## src/rtl/up_down_pkg.sv

```systemverilog
// Shared types for the up/down count monitor: FSM state encoding and the
// classification of one sampled step of the observed counter.
package up_down_pkg;

   typedef enum logic [2:0] {
      SYNC  = 3'd0,
      UP    = 3'd1,
      DOWN  = 3'd2,
      STALL = 3'd3,
      ERR   = 3'd4
   } state_e;

   typedef enum logic [1:0] {
      STEP_UP = 2'd0,
      STEP_DN = 2'd1,
      HOLD    = 2'd2,
      ILLEGAL = 2'd3
   } step_class_e;

endpackage

```

## src/rtl/step_classifier.sv

```systemverilog
// Classifies the modular difference between the new sample and the previous
// one into a single up step, a single down step, a hold, or an illegal jump.
module step_classifier
   import up_down_pkg::*;
#(
   parameter int WIDTH = 4
) (
   input  logic [WIDTH-1:0] prev,
   input  logic [WIDTH-1:0] count_in,
   output step_class_e      step_class
);

   logic [WIDTH-1:0] delta;

   // Subtraction wraps naturally at WIDTH bits, so max->0 reads as +1.
   assign delta = count_in - prev;

   always_comb begin
      step_class = ILLEGAL;
      if (delta == WIDTH'(1)) begin
         step_class = STEP_UP;
      end else if (delta == {WIDTH{1'b1}}) begin
         step_class = STEP_DN;
      end else if (delta == '0) begin
         step_class = HOLD;
      end
   end

endmodule

```

## src/rtl/up_down_count_monitor.sv

```systemverilog
// Watches an up/down counter, decodes its direction, flags stalls and illegal
// jumps, and counts wraps in each direction.
module up_down_count_monitor
   import up_down_pkg::*;
#(
   parameter int WIDTH       = 4,
   parameter int STALL_LIMIT = 8,
   parameter int WRAP_W      = 8
) (
   input  logic              clk,
   input  logic              rst,
   input  logic              en,
   input  logic [WIDTH-1:0]  count_in,
   input  logic              clr,
   output logic              dir,
   output logic              dir_valid,
   output logic              dir_change,
   output logic              stalled,
   output logic              err,
   output logic [WRAP_W-1:0] wrap_up,
   output logic [WRAP_W-1:0] wrap_dn,
   output logic [2:0]        state
);

   localparam int RUN_W = $clog2(STALL_LIMIT + 1);

   state_e             state_q;
   logic [WIDTH-1:0]   prev_q;
   logic               dir_q;
   logic               dir_valid_q;
   logic               dir_change_q;
   logic               stalled_q;
   logic               err_q;
   logic [RUN_W-1:0]   run_q;
   logic [RUN_W-1:0]   run_d;
   logic [WRAP_W-1:0]  wrap_up_q;
   logic [WRAP_W-1:0]  wrap_dn_q;
   step_class_e        step_class;

   step_classifier #(.WIDTH(WIDTH)) u_classifier (
      .prev       (prev_q),
      .count_in   (count_in),
      .step_class (step_class)
   );

   assign run_d = (run_q >= RUN_W'(STALL_LIMIT)) ? run_q : run_q + RUN_W'(1);

   always_ff @(posedge clk) begin
      if (rst) begin
         state_q      <= SYNC;
         prev_q       <= '0;
         dir_q        <= 1'b1;
         dir_valid_q  <= 1'b0;
         dir_change_q <= 1'b0;
         stalled_q    <= 1'b0;
         err_q        <= 1'b0;
         run_q        <= '0;
         wrap_up_q    <= '0;
         wrap_dn_q    <= '0;
      end else begin
         dir_change_q <= 1'b0;
         // A clear discards any same-cycle sample and restarts sync.
         if (clr) begin
            state_q     <= SYNC;
            dir_valid_q <= 1'b0;
            stalled_q   <= 1'b0;
            err_q       <= 1'b0;
            run_q       <= '0;
         end else if (en) begin
            case (state_q)
               SYNC: begin
                  prev_q  <= count_in;
                  state_q <= STALL;
               end
               UP, DOWN, STALL: begin
                  prev_q <= count_in;
                  case (step_class)
                     STEP_UP: begin
                        state_q      <= UP;
                        dir_q        <= 1'b1;
                        dir_valid_q  <= 1'b1;
                        dir_change_q <= dir_valid_q && !dir_q;
                        run_q        <= '0;
                        stalled_q    <= 1'b0;
                        if (prev_q == {WIDTH{1'b1}} && wrap_up_q != {WRAP_W{1'b1}}) begin
                           wrap_up_q <= wrap_up_q + WRAP_W'(1);
                        end
                     end
                     STEP_DN: begin
                        state_q      <= DOWN;
                        dir_q        <= 1'b0;
                        dir_valid_q  <= 1'b1;
                        dir_change_q <= dir_valid_q && dir_q;
                        run_q        <= '0;
                        stalled_q    <= 1'b0;
                        if (prev_q == '0 && wrap_dn_q != {WRAP_W{1'b1}}) begin
                           wrap_dn_q <= wrap_dn_q + WRAP_W'(1);
                        end
                     end
                     HOLD: begin
                        state_q   <= STALL;
                        run_q     <= run_d;
                        stalled_q <= (run_d >= RUN_W'(STALL_LIMIT));
                     end
                     default: begin
                        state_q     <= ERR;
                        err_q       <= 1'b1;
                        dir_valid_q <= 1'b0;
                        stalled_q   <= 1'b0;
                        run_q       <= '0;
                     end
                  endcase
               end
               default: begin
                  // ERR ignores samples until cleared.
                  state_q <= state_q;
               end
            endcase
         end
      end
   end

   assign dir        = dir_q;
   assign dir_valid  = dir_valid_q;
   assign dir_change = dir_change_q;
   assign stalled    = stalled_q;
   assign err        = err_q;
   assign wrap_up    = wrap_up_q;
   assign wrap_dn    = wrap_dn_q;
   assign state      = state_q;

endmodule

```

## config.mk

```make
export PLATFORM = sky130hd
export DESIGN_NAME = up_down_count_monitor
export DESIGN_NICKNAME = d
export VERILOG_FILES = /design/src/rtl/up_down_pkg.sv /design/src/rtl/step_classifier.sv /design/src/rtl/up_down_count_monitor.sv
export SDC_FILE = /design/constraint.sdc
export NUM_CORES = 1
export LEC_CHECK = 0
export ABC_CLOCK_PERIOD_IN_PS = 6400
export BUFFER_PORTS_ARGS = -buffer_cell sky130_fd_sc_hd__buf_2
export CAP_MARGIN = 20
export CORE_UTILIZATION = 59
export CTS_CLUSTER_SIZE = 14
export DETAILED_ROUTE_END_ITERATION = 12
export PLACE_DENSITY = 0.84
export SYNTH_ARGS = -nofsm -noshare
export SYNTH_HDL_FRONTEND = slang
export SYNTH_SLANG_ARGS = --single-unit
```

## constraint.sdc

```tcl
create_clock -name clk -period 6.4 [get_ports clk]
set_clock_uncertainty 0.15 [all_clocks]
set_input_delay 0.64 -clock clk [delete_from_list [all_inputs] [get_ports clk]]
set_output_delay 0.64 -clock clk [all_outputs]
set_load 0.02 [all_outputs]
```

# --- Yosys cells after proc, flatten, opt, wreduce, memory -nomap -nowiden ---
# Index checks and enable logic that the tools add are counted.
# Widths: inputs -> output; s select.
op_classes:
  n_addsub: 4
  n_mul: 0
  div_mod_pow: 0
  n_lt_le_gt_ge: 2
  eq_ne: 10
  shift: 0
  mux: 11
  bitwise_logic: 5
  n_reduce_logical: 25
ops:
  columns: ["cell", "count"]
  rows:
  - ["$add 8x1->8 const B", 2]
  - ["$ne 8x8->1 const B", 2]
  - ["$reduce_and 5->1", 2]
  - ["$pmux 3 s3", 1]
  - ["$reduce_and 3->1", 3]
  - ["$eq 4x4->1 const B", 2]
  - ["$ge 4x4->1 const B", 2]
  - ["$logic_not 4->1", 2]
  - ["$mux 4", 2]
  - ["$reduce_or 4->1", 2]
  - ["$eq 3x2->1 const B", 2]
  - ["$pmux 1 s2", 3]
  - ["$pmux 3 s2", 1]
  - ["$reduce_or 3->1", 2]
  - ["$not 1->1", 5]
  - ["$add 4x1->4 const B", 1]
  - ["$eq 4x1->1 const B", 1]
  - ["$logic_and 1x1->1", 4]
  - ["$mux 2", 2]
  - ["$reduce_and 2->1", 2]
  - ["$reduce_and 4->1", 1]
  - ["$reduce_bool 2->1", 2]
  - ["$reduce_or 2->1", 2]
  - ["$sub 4x4->4", 1]
  - ["other kinds (7)", 8]
word_totals:
  ff_bits: 32
  latch_bits: 0
  ram_bits: 0
  rom_bits: 0
  in_bits: 8
  out_inout_bits: 24
  word_cells: 67
  n_memories: 0

# --- Longest topological paths before layout ---
# Gate-level depths: netlist of run 1.
logic_depth:
  depth_word: 9
  ltp_mapped: 14
  depth_no_buf: 14

# --- By module ---
# From an unflattened synthesis of run 1, not the netlist that was laid out.
unflattened:
  hier_cells: 208
  area_unflattened_um2: 1737.9
by_module_without_submodules:
  columns: ["mod", "instances", "cells_each", "area_each_um2", "seq_area_each_um2"]
  rows:
  - ["up_down_count_monitor", 1, 191, 1595.3, 640.6]
  - ["step_classifier", 1, 17, 142.6, 0.0]

# --- Worst setup path before layout of run 1 ---
# OpenSTA, ideal clock, no wires.
synth_timing:
  path_kind: "input-to-reg"
  start: "input count_in[0]"
  end: "register wrap_up_q[5] (netlist: wrap_up[5])"
  setup_time_ps: 128
  arrival_ps: 2800
  t_required_ps: 6122
  slack_ps: 3322
  path_stages: 14
  n_path_buf: 0
  path_cell_list: "inv_1 ha_1 inv_1 fa_1 xor2_1 nor3_1 mux2i_1 inv_1 ha_1 nand4b_1 nor4_2 nor4b_2 xnor2_1 nor2_1"
synth_between:
  elab_chain_cells: 7
  word_cells_on_any_way: 9
  classes_between: "add/sub (1); eq/ne (2); mux (3); reduce/logical (3)"
synth_rtl:
  columns: ["item", "line", "text"]
  rows:
  - ["from (decl)", "up_down_count_monitor.sv:13", "input logic [WIDTH-1:0] count_in,"]
  - ["$sub 4x4->4 (*)", "step_classifier.sv:16", "assign delta = count_in - prev;"]
  - ["$logic_not 4->1", "step_classifier.sv:24", "end else if (delta == '0) begin"]
  - ["$mux 1", "step_classifier.sv:24", null]
  - ["$mux 2", "step_classifier.sv:22", "end else if (delta == {WIDTH{1'b1}}) begin"]
  - ["$mux 2 (*)", "step_classifier.sv:20", "if (delta == WIDTH'(1)) begin"]
  - ["$logic_not 2->1 (*)", "up_down_count_monitor.sv:77", "case (step_class)"]
  - ["$reduce_and 5->1 (no line) (*)", null, null]
  - ["to (signal assigned)", "up_down_count_monitor.sv:86", "wrap_up_q <= wrap_up_q + WRAP_W'(1);"]
  - ["to (decl)", "up_down_count_monitor.sv:36", "logic [WRAP_W-1:0] wrap_up_q;"]
# Mark *: on every way between the ends. The rest lies on a longest branch, timed or not.
# A chain may end at the register's enable or synchronous reset.

# --- Worst setup path after layout of run 1 ---
layout_timing:
  start: "input count_in[0]"
  end: "register wrap_up_q[3] (netlist: wrap_up[3])"
# The elaborated chain is that of the path after synthesis.

==> results of run 1 <==
-- logic make-up (layout without fill, tap and decap cells) --
family,after synthesis,after routing
and+or+nand+nor,95,95
AOI/OAI and AO/OA,19,19
buffers and inverters,12,47
DFF,32,32
xor gates and xnor gates,18,18
adders and majority gates,12,12
muxes,6,6
-- layer usage --
layer,up-vias,part of all wire,routed length (um)
met1,632,0.48,1500
li1,733,-,-
met2,31,0.46,1410
met5,-,0,0
met3,6,0.042,131
met4,0,0.017,53
-- worst max-delay path: cells and delay by family --
| kind | cells | cell delay [ns] |
|---|---|---|
| simple gates | 5 | 1.06 |
| mux | 1 | 0.18 |
| buf+inv | 4 | 0.31 |
| xor+xnor | 2 | 0.36 |
| fa+ha+maj | 3 | 0.65 |
-- layout by cell type, fill, tap and decap left out, types with 3 or more instances in the layout --
| master | synthesis | final |
|---|---|---|
| a21oi_1 | 12 | 12 |
| buf_2 | 0 | 31 |
| clkbuf_4 | 0 | 5 |
| dfxtp_1 | 32 | 32 |
| ha_1 | 11 | 11 |
| inv_1 | 8 | 8 |
| mux2i_1 | 5 | 5 |
| nand2_1 | 17 | 17 |
| nand3_1 | 10 | 10 |
| nor2_1 | 35 | 35 |
| nor3_1 | 4 | 4 |
| nor3b_1 | 3 | 3 |
| nor4_2 | 3 | 3 |
| nor4b_2 | 4 | 4 |
| xnor2_1 | 14 | 14 |
| xor2_1 | 4 | 4 |
-- sequential cells by signal (all words and copies together) (netlist names) --
name,cells
prev_q,4
state,3
err,1
dir_valid,1
dir_change,1
wrap_dn,8
stalled,1
wrap_up,8
dir,1
run_q,4
-- area by class of cell --
type	instances	area (um^2)	area share
Timing Repair Buffer	31	155	0.0799
Multi-Input combinational cell	150	1020	0.525
Sequential cell	32	641	0.330
Clock buffer	5	37.5	0.0193
Inverter	8	30.0	0.0155
Clock inverter	3	18.8	0.00967
Tap cell	31	38.8	0.0200
-- path summary, 6_finish.rpt --
path,startpoint,to,slack (ns),cells after the start
max,count_in[0],wrap_up[3],3.27,15
min,stalled,stalled,0.31,2
max reg2reg,prev_q[0],wrap_up[3],3.28,13
min reg2reg,stalled,stalled,0.31,2
-- stage by stage --
| step | cells | hold WS (ns) | util | power, mW |
|---|---|---|---|---|
| after detailed placement | 252 | 0.293 | 0.683 | 0.255 |
| after floorplan | 194 | 0.286 | - | 0.244 |
| final | 260 | 0.306 | 0.704 | 0.367 |
| after global placement | 252 | 0.291 | 0.683 | 0.255 |
| after CTS | 260 | 0.309 | 0.704 | 0.369 |
| after global routing | 260 | 0.356 | 0.704 | 0.384 |
-- power groups by stage --
stage                     logic (mW)  registers (mW)  clock network [mW]
final                         0.0462           0.204               0.116
after global routing          0.0528           0.205               0.126
after CTS                     0.0463           0.204               0.119
after detailed placement      0.0462           0.209                   0
after global placement        0.0460           0.209                   0
after floorplan               0.0340           0.210                   0
==> results_tabular.tex, run 1 <==
\begin{tabular}{lr}
\hline
Metric & Value \\
\hline
\multicolumn{2}{l}{\textbf{STA}} \\
Remaining max-slew budget at the tightest pin & 0.627 \\
Total count of max-transition violations in the final report & 0 \\
Slew at the pin with the worst max-slew slack & 0.557 ns \\
Post-route worst setup slack & $\sim$3.3 ns \\
Final period utilization & 0.489 \\
Min Clock Period, post-route & around 3.1 ns \\
Final Hold Fails & 0 \\
Summed negative setup slack over all endpoints & 0 ns \\
Maximum operating frequency & approximately 320 MHz \\
Number of setup violations in the final report & 0 \\
Unrepaired setup endpoints after global routing & no \\
\multicolumn{2}{l}{\textbf{Global route}} \\
Global routing met3 resource utilization & 0.0767 \\
Met2 usage in global routing & 0.365 \\
GRT Total Usage & 0.221 \\
Wire length of the first global-routing pass & $\sim$5.3 mm \\
Met1 track demand over resource & 0.263 \\
Largest net degree at the start of global routing & 26 \\
Global-route congestion overflow total & 0 \\
Number of global-route vias before repair & $\sim$1300 \\
Number of antenna violations at the first check in global routing & 0 \\
GR peak layer & met2 \\
\multicolumn{2}{l}{\textbf{Final layout}} \\
Area Growth Syn to Fin & 13.8\% \\
Final layout net count & between 200 and 250 \\
Share of final-layout standard cells stronger than drive strength 1 & 0.223 \\
ANT cells & 0 \\
Post-route cell area & between 1500 and 2000 um\^{}2 \\
Fill cells & about 230 \\
\multicolumn{2}{l}{\textbf{Detailed routing}} \\
Detailed-route wire length per cell & approximately 12 um \\
Detailed router's first-iteration violation count & 54 \\
Routed Wire Length & a little over 3 mm \\
Routed Antenna Nets & 0 \\
DR vias/cell & 5.39 \\
Total number of vias & between 1000 and 1500 \\
First-pass iteration count of the detailed router & 4 \\
Number of design rule violations left after detail routing & 0 \\
\multicolumn{2}{l}{\textbf{Clock tree}} \\
TritonCTS clock tree & done \\
Setup Fix Bufs, Post-CTS & 0 \\
Clock slew at the register clock pins of the worst setup and hold paths & $\sim$0.11 ns \\
Buffer levels on the longest clock path & 2 \\
Clock net sink count & 32 \\
Number of buffers inserted by hold repair at cts & 0 \\
Num CTS Buffers & 5 \\
CTS resizes & 0 \\
Cell at the root of the clock tree & clkbuf\_4 \\
Clock Latency Late Sink & around 0.35 ns \\
Number of levels in the clock H-tree & 2 \\
\multicolumn{2}{l}{\textbf{Synthesis}} \\
Number of flops mapped to enable cells by yosys & 0 \\
Synth cell types & 35 \\
Share of the synthesized area in the top cell type & 0.376 \\
Most numerous cell in the Yosys netlist & nor2\_1 \\
Share of the synthesized area in compound gates (AO/OA/AOI/OAI) & 0.0594 \\
Async set-or-reset flop fraction in the synthesized netlist & 0 \\
Xor and xnor area share after synthesis & 0.0924 \\
Sequential cell area fraction in the yosys report & 0.376 \\
Largest family of logic cells by synthesized area & simple AND/OR/NAND/NOR gates \\
Cells taking the most area after synthesis & dfxtp\_1, ha\_1, nor2\_1 \\
Predominant post-synthesis flop cell & dfxtp\_1 \\
Yosys Warn Count & 0 \\
Multiplexer fraction of the synthesized cell area & 0.0360 \\
Fraction of the mapped netlist area in simple logic gates & 0.318 \\
Count of state elements after synthesis & 32 \\
Arithmetic-cell share of the synthesized area counting full adders, half adders and majority gates & 0.0924 \\
Most common library cells after synthesis & nor2\_1, dfxtp\_1, nand2\_1, xnor2\_1, a21oi\_1 \\
Synthesized instance count & a little under 200 \\
Biggest area consumer among synthesized cells & dfxtp\_1 \\
Nets in the synthesized netlist & around 210 \\
Cell area after technology mapping & approximately 1700 um\^{}2 \\
Mean area per synthesized cell & around 9 um\^{}2 \\
\multicolumn{2}{l}{\textbf{Power}} \\
Leakage power figure & $\sim$0.79 nW \\
Switching pwr & around 110 uW \\
Logic pwr share & 0.126 \\
Cell-internal power & 261 uW \\
Proportion of total power due to net switching & 0.287 \\
Clk network pwr share & 0.317 \\
Cell area power density & around 190 nW/um\^{}2 \\
Sequential Power Share & 0.557 \\
Worst IR Drop VDD & 0.000196 V \\
\multicolumn{2}{l}{\textbf{Placed design}} \\
Instance area after placement & about 1900 um\^{}2 \\
HPWL after DPL & around 2.3 mm \\
Post-Place Setup Slack & a little under 3 ns \\
GPL Wtd Cong & slightly below 0.8 \\
Number of buffer cells added on primary ports & 31 \\
\multicolumn{2}{l}{\textbf{Setup path}} \\
Startpoint-to-endpoint class of the critical path & in -> reg \\
Kind of end point of the critical path & register \\
Startpoint class of the critical path & input pin \\
Critical path data arrival time & approximately 3.2 ns \\
Largest fanout on the critical path & 7 \\
Required arrival time at the worst endpoint & 6.48 ns \\
Crit-path most repeated cell & inv\_1 \\
Cell-by-cell listing of the critical path & buf\_2, inv\_1, ha\_1, inv\_1, fa\_1, xor2\_1, nor3\_1, mux2i\_1, inv\_1, ha\_1, nand4b\_1, nor4\_2, nor3b\_1, xnor2\_1, nor2\_1 \\
Largest stage delay on the critical path & 0.39 ns \\
Slowest cell on the critical path & nor4\_2 \\
\multicolumn{2}{l}{\textbf{Die}} \\
Die Y-Extent & 55.8 um \\
Die area & 3110 um\^{}2 \\
I/O pins & 32 \\
Cell Rows & 19 \\
Starting density of the core & 0.618 \\
Core Footprint & $\sim$2800 um\^{}2 \\
Die outline width & between 50 and 60 um \\
\multicolumn{2}{l}{\textbf{Flow run}} \\
Max-cap violations & 0 \\
\multicolumn{2}{l}{\textbf{Worst hold path}} \\
Classification of the worst-slack hold path & reg -> reg \\
\multicolumn{2}{l}{\textbf{Run status}} \\
Run status & complete, no violations \\
\hline
\end{tabular}
No activity file was read; power rests on OpenSTA's default activity.
==> inputs of run 2 (changes only) <==
Settings changed: ABC_CLOCK_PERIOD_IN_PS 6400 to 2580, CORE_UTILIZATION 59 to 49, PLACE_DENSITY 0.84 to 0.75.
Clock period 6.4 ns to 2.58 ns, I/O delays scaled along.
==> results_tabular.tex, run 2 (same netlist as run 1, synthesis figures left out) <==
\begin{tabular}{lr}
\hline
Metric & Value \\
\hline
\multicolumn{2}{l}{\textbf{Detailed routing}} \\
Detailed router's first-iteration violation count & slightly below 50 \\
Total number of vias & around 1500 \\
Detailed-route wire length per cell & roughly 13 um \\
DR vias/cell & 5.13 \\
Number of design rule violations left after detail routing & 0 \\
Routed Wire Length & around 3.8 mm \\
Routed Antenna Nets & 0 \\
First-pass iteration count of the detailed router & 4 \\
\multicolumn{2}{l}{\textbf{Setup path}} \\
Number of cells on the worst reg-to-reg path & 14 \\
Start point of the critical path & prev\_q[0] \\
Setup slack of the worst register-to-register path & -0.19 ns \\
Critical path data arrival time & 2.83 ns \\
Largest stage delay on the critical path & 0.37 ns \\
Required arrival time at the worst endpoint & 2.64 ns \\
Cell class contributing the biggest share of worst-path delay & simple AND/OR/NAND/NOR gates \\
Largest fanout on the critical path & 7 \\
Startpoint class of the critical path & register \\
Cell-by-cell listing of the critical path & ha\_4, inv\_2, fa\_2, xor2\_4, and3b\_2, mux2i\_2, inv\_1, ha\_2, nand4b\_1, nor4\_4, buf\_4, nor4b\_4, xnor2\_1, nor2\_1 \\
Critical R2R Capture & wrap\_up[7] \\
WP buf/inv & 3 \\
Startpoint-to-endpoint class of the critical path & reg -> reg \\
Kind of end point of the critical path & register \\
Crit Reg-Reg Startpoint & prev\_q[0] \\
Slowest cell on the critical path & dfxtp\_4 \\
\multicolumn{2}{l}{\textbf{Power}} \\
Leakage power figure & around 0.93 nW \\
Sequential Power Share & 0.493 \\
Worst IR Drop VDD & around 0.00027 V \\
Cell area power density & between 400 and 500 nW/um\^{}2 \\
Proportion of total power due to net switching & 0.267 \\
Switching pwr & roughly 270 uW \\
Cell-internal power & 750 uW \\
Sum of internal, switching and leakage power & $\sim$1.0 mW \\
Logic pwr share & 0.194 \\
Clk network pwr share & 0.312 \\
\multicolumn{2}{l}{\textbf{Die}} \\
Die Y-Extent & 61.0 um \\
I/O pins & 32 \\
Cell Rows & 21 \\
Die outline width & a little over 60 um \\
Die area & approximately 3700 um\^{}2 \\
Starting density of the core & 0.511 \\
Core Footprint & 3340 um\^{}2 \\
\multicolumn{2}{l}{\textbf{STA}} \\
Min Clock Period, post-route & between 2 and 3 ns \\
Unrepaired setup endpoints after global routing & yes \\
Total count of max-transition violations in the final report & 0 \\
Remaining max-slew budget at the tightest pin & 0.157 \\
Maximum operating frequency & between 300 and 400 MHz \\
Slew at the pin with the worst max-slew slack & 1.26 ns \\
Number of setup violations in the final report & 17 \\
Final Hold Fails & 0 \\
Post-route worst setup slack & -0.192 ns \\
Final period utilization & 1.07 \\
\multicolumn{2}{l}{\textbf{Clock tree}} \\
Num CTS Buffers & 5 \\
Clock net sink count & 32 \\
Clock slew at the register clock pins of the worst setup and hold paths & around 0.09 ns \\
Number of buffers inserted by hold repair at cts & 0 \\
TritonCTS clock tree & done \\
Buffer levels on the longest clock path & 2 \\
Number of levels in the clock H-tree & 2 \\
Cell at the root of the clock tree & clkbuf\_4 \\
Clock Latency Late Sink & approximately 0.33 ns \\
\multicolumn{2}{l}{\textbf{Global route}} \\
Wire length of the first global-routing pass & 5.73 mm \\
Largest net degree at the start of global routing & 26 \\
Number of global-route vias before repair & 1343 \\
Global-route congestion overflow total & 0 \\
GRT Total Usage & 0.213 \\
Number of antenna violations at the first check in global routing & 0 \\
\multicolumn{2}{l}{\textbf{Flow run}} \\
Max-cap violations & 0 \\
\multicolumn{2}{l}{\textbf{Worst hold path}} \\
End of the worst hold path & prev\_q[0] \\
Hold Path Origin & count\_in[0] \\
Min-Delay Path Depth & 3 \\
Classification of the worst-slack hold path & in -> reg \\
\multicolumn{2}{l}{\textbf{Final layout}} \\
Final layout net count & between 200 and 300 \\
Most common cell after layout, fill and taps aside & nor2\_1 \\
Fill cells & $\sim$260 \\
Sequential cell area & between 600 and 700 um\^{}2 \\
Post-route cell area & around 2400 um\^{}2 \\
Share of final-layout standard cells stronger than drive strength 1 & 0.398 \\
Area Growth Syn to Fin & 40.7\% \\
Most frequent cells in the layout & nor2\_1, dfxtp\_1, buf\_2 \\
Area taken by multi-input logic gates & 1270 um\^{}2 \\
ANT cells & 0 \\
\multicolumn{2}{l}{\textbf{Run status}} \\
Run status & finished with violations \\
Violations in the final reports & setup timing \\
\multicolumn{2}{l}{\textbf{Placed design}} \\
GPL Wtd Cong & approximately 0.73 \\
HPWL after DPL & roughly 2.6 mm \\
Number of buffer cells added on primary ports & 31 \\
Instance area after placement & 2120 um\^{}2 \\
\hline
\end{tabular}
run 2: stage by stage:
step	worst slack, ns	util	cells	hold slack [ns]	TNS (ns)
6_report	-0.192	0.719	297	0.0304	-2.01
3_5_place_dp	-0.419	0.635	282	0.298	-5.16
4_1_cts	-0.180	0.670	291	0.0278	-1.71
2_1_floorplan	-0.135	-	194	0.247	-0.744
3_3_place_gp	-0.318	0.635	282	0.289	-3.75
5_1_grt	-0.386	0.719	297	0.0581	-4.86
run 2: timing repair:
action,CTS,global route
pin swaps,4,12
gates resized for setup,6,21
buffers inserted,2,6
endpoints found under the setup margin,18,21
run 2: layout make-up:
cell class / instances / area share
repair buffers: 54 / 0.140
multi-input cells: 150 / 0.528
clock buffers: 7 / 0.0271
flip-flops and latches: 32 / 0.269
well taps: 46 / 0.0240
inverters: 8 / 0.0125
run 2: power by group through the flow:
stage | Clock (mW) | Sequential, mW | Combinational (mW)
global route | 0.344 | 0.506 | 0.217
CTS | 0.324 | 0.505 | 0.174
finish | 0.320 | 0.505 | 0.199
floorplan | 0 | 0.521 | 0.0965
global placement | 0 | 0.516 | 0.157
detailed placement | 0 | 0.517 | 0.160
run 2: worst max-delay path by stage:
stage	slack [ns]	endpoint	depth (start not counted)
6_report	-0.19	wrap_up[7]	14
5_1_grt	-0.39	wrap_up[3]	14
4_1_cts	-0.18	wrap_up[7]	13
3_5_place_dp	-0.42	wrap_up[7]	15
3_3_place_gp	-0.32	wrap_up[7]	15
2_1_floorplan	-0.14	wrap_up[5]	12
run 2: worst register-to-register path, delay by kind of cell (launching register included):
kind,cells,cell delay [ns]
simple gates,5,0.76
xor+xnor,2,0.33
fa+ha+maj,3,0.66
buf+inv,3,0.29
flops,1,0.37
mux,1,0.08
run 2: metal layers:
layer	part of all wire	global-route usage
met2	0.48	0.369
met3	0.043	0.0640
met4	0.013	0.0682
met1	0.46	0.251
met5	0	0
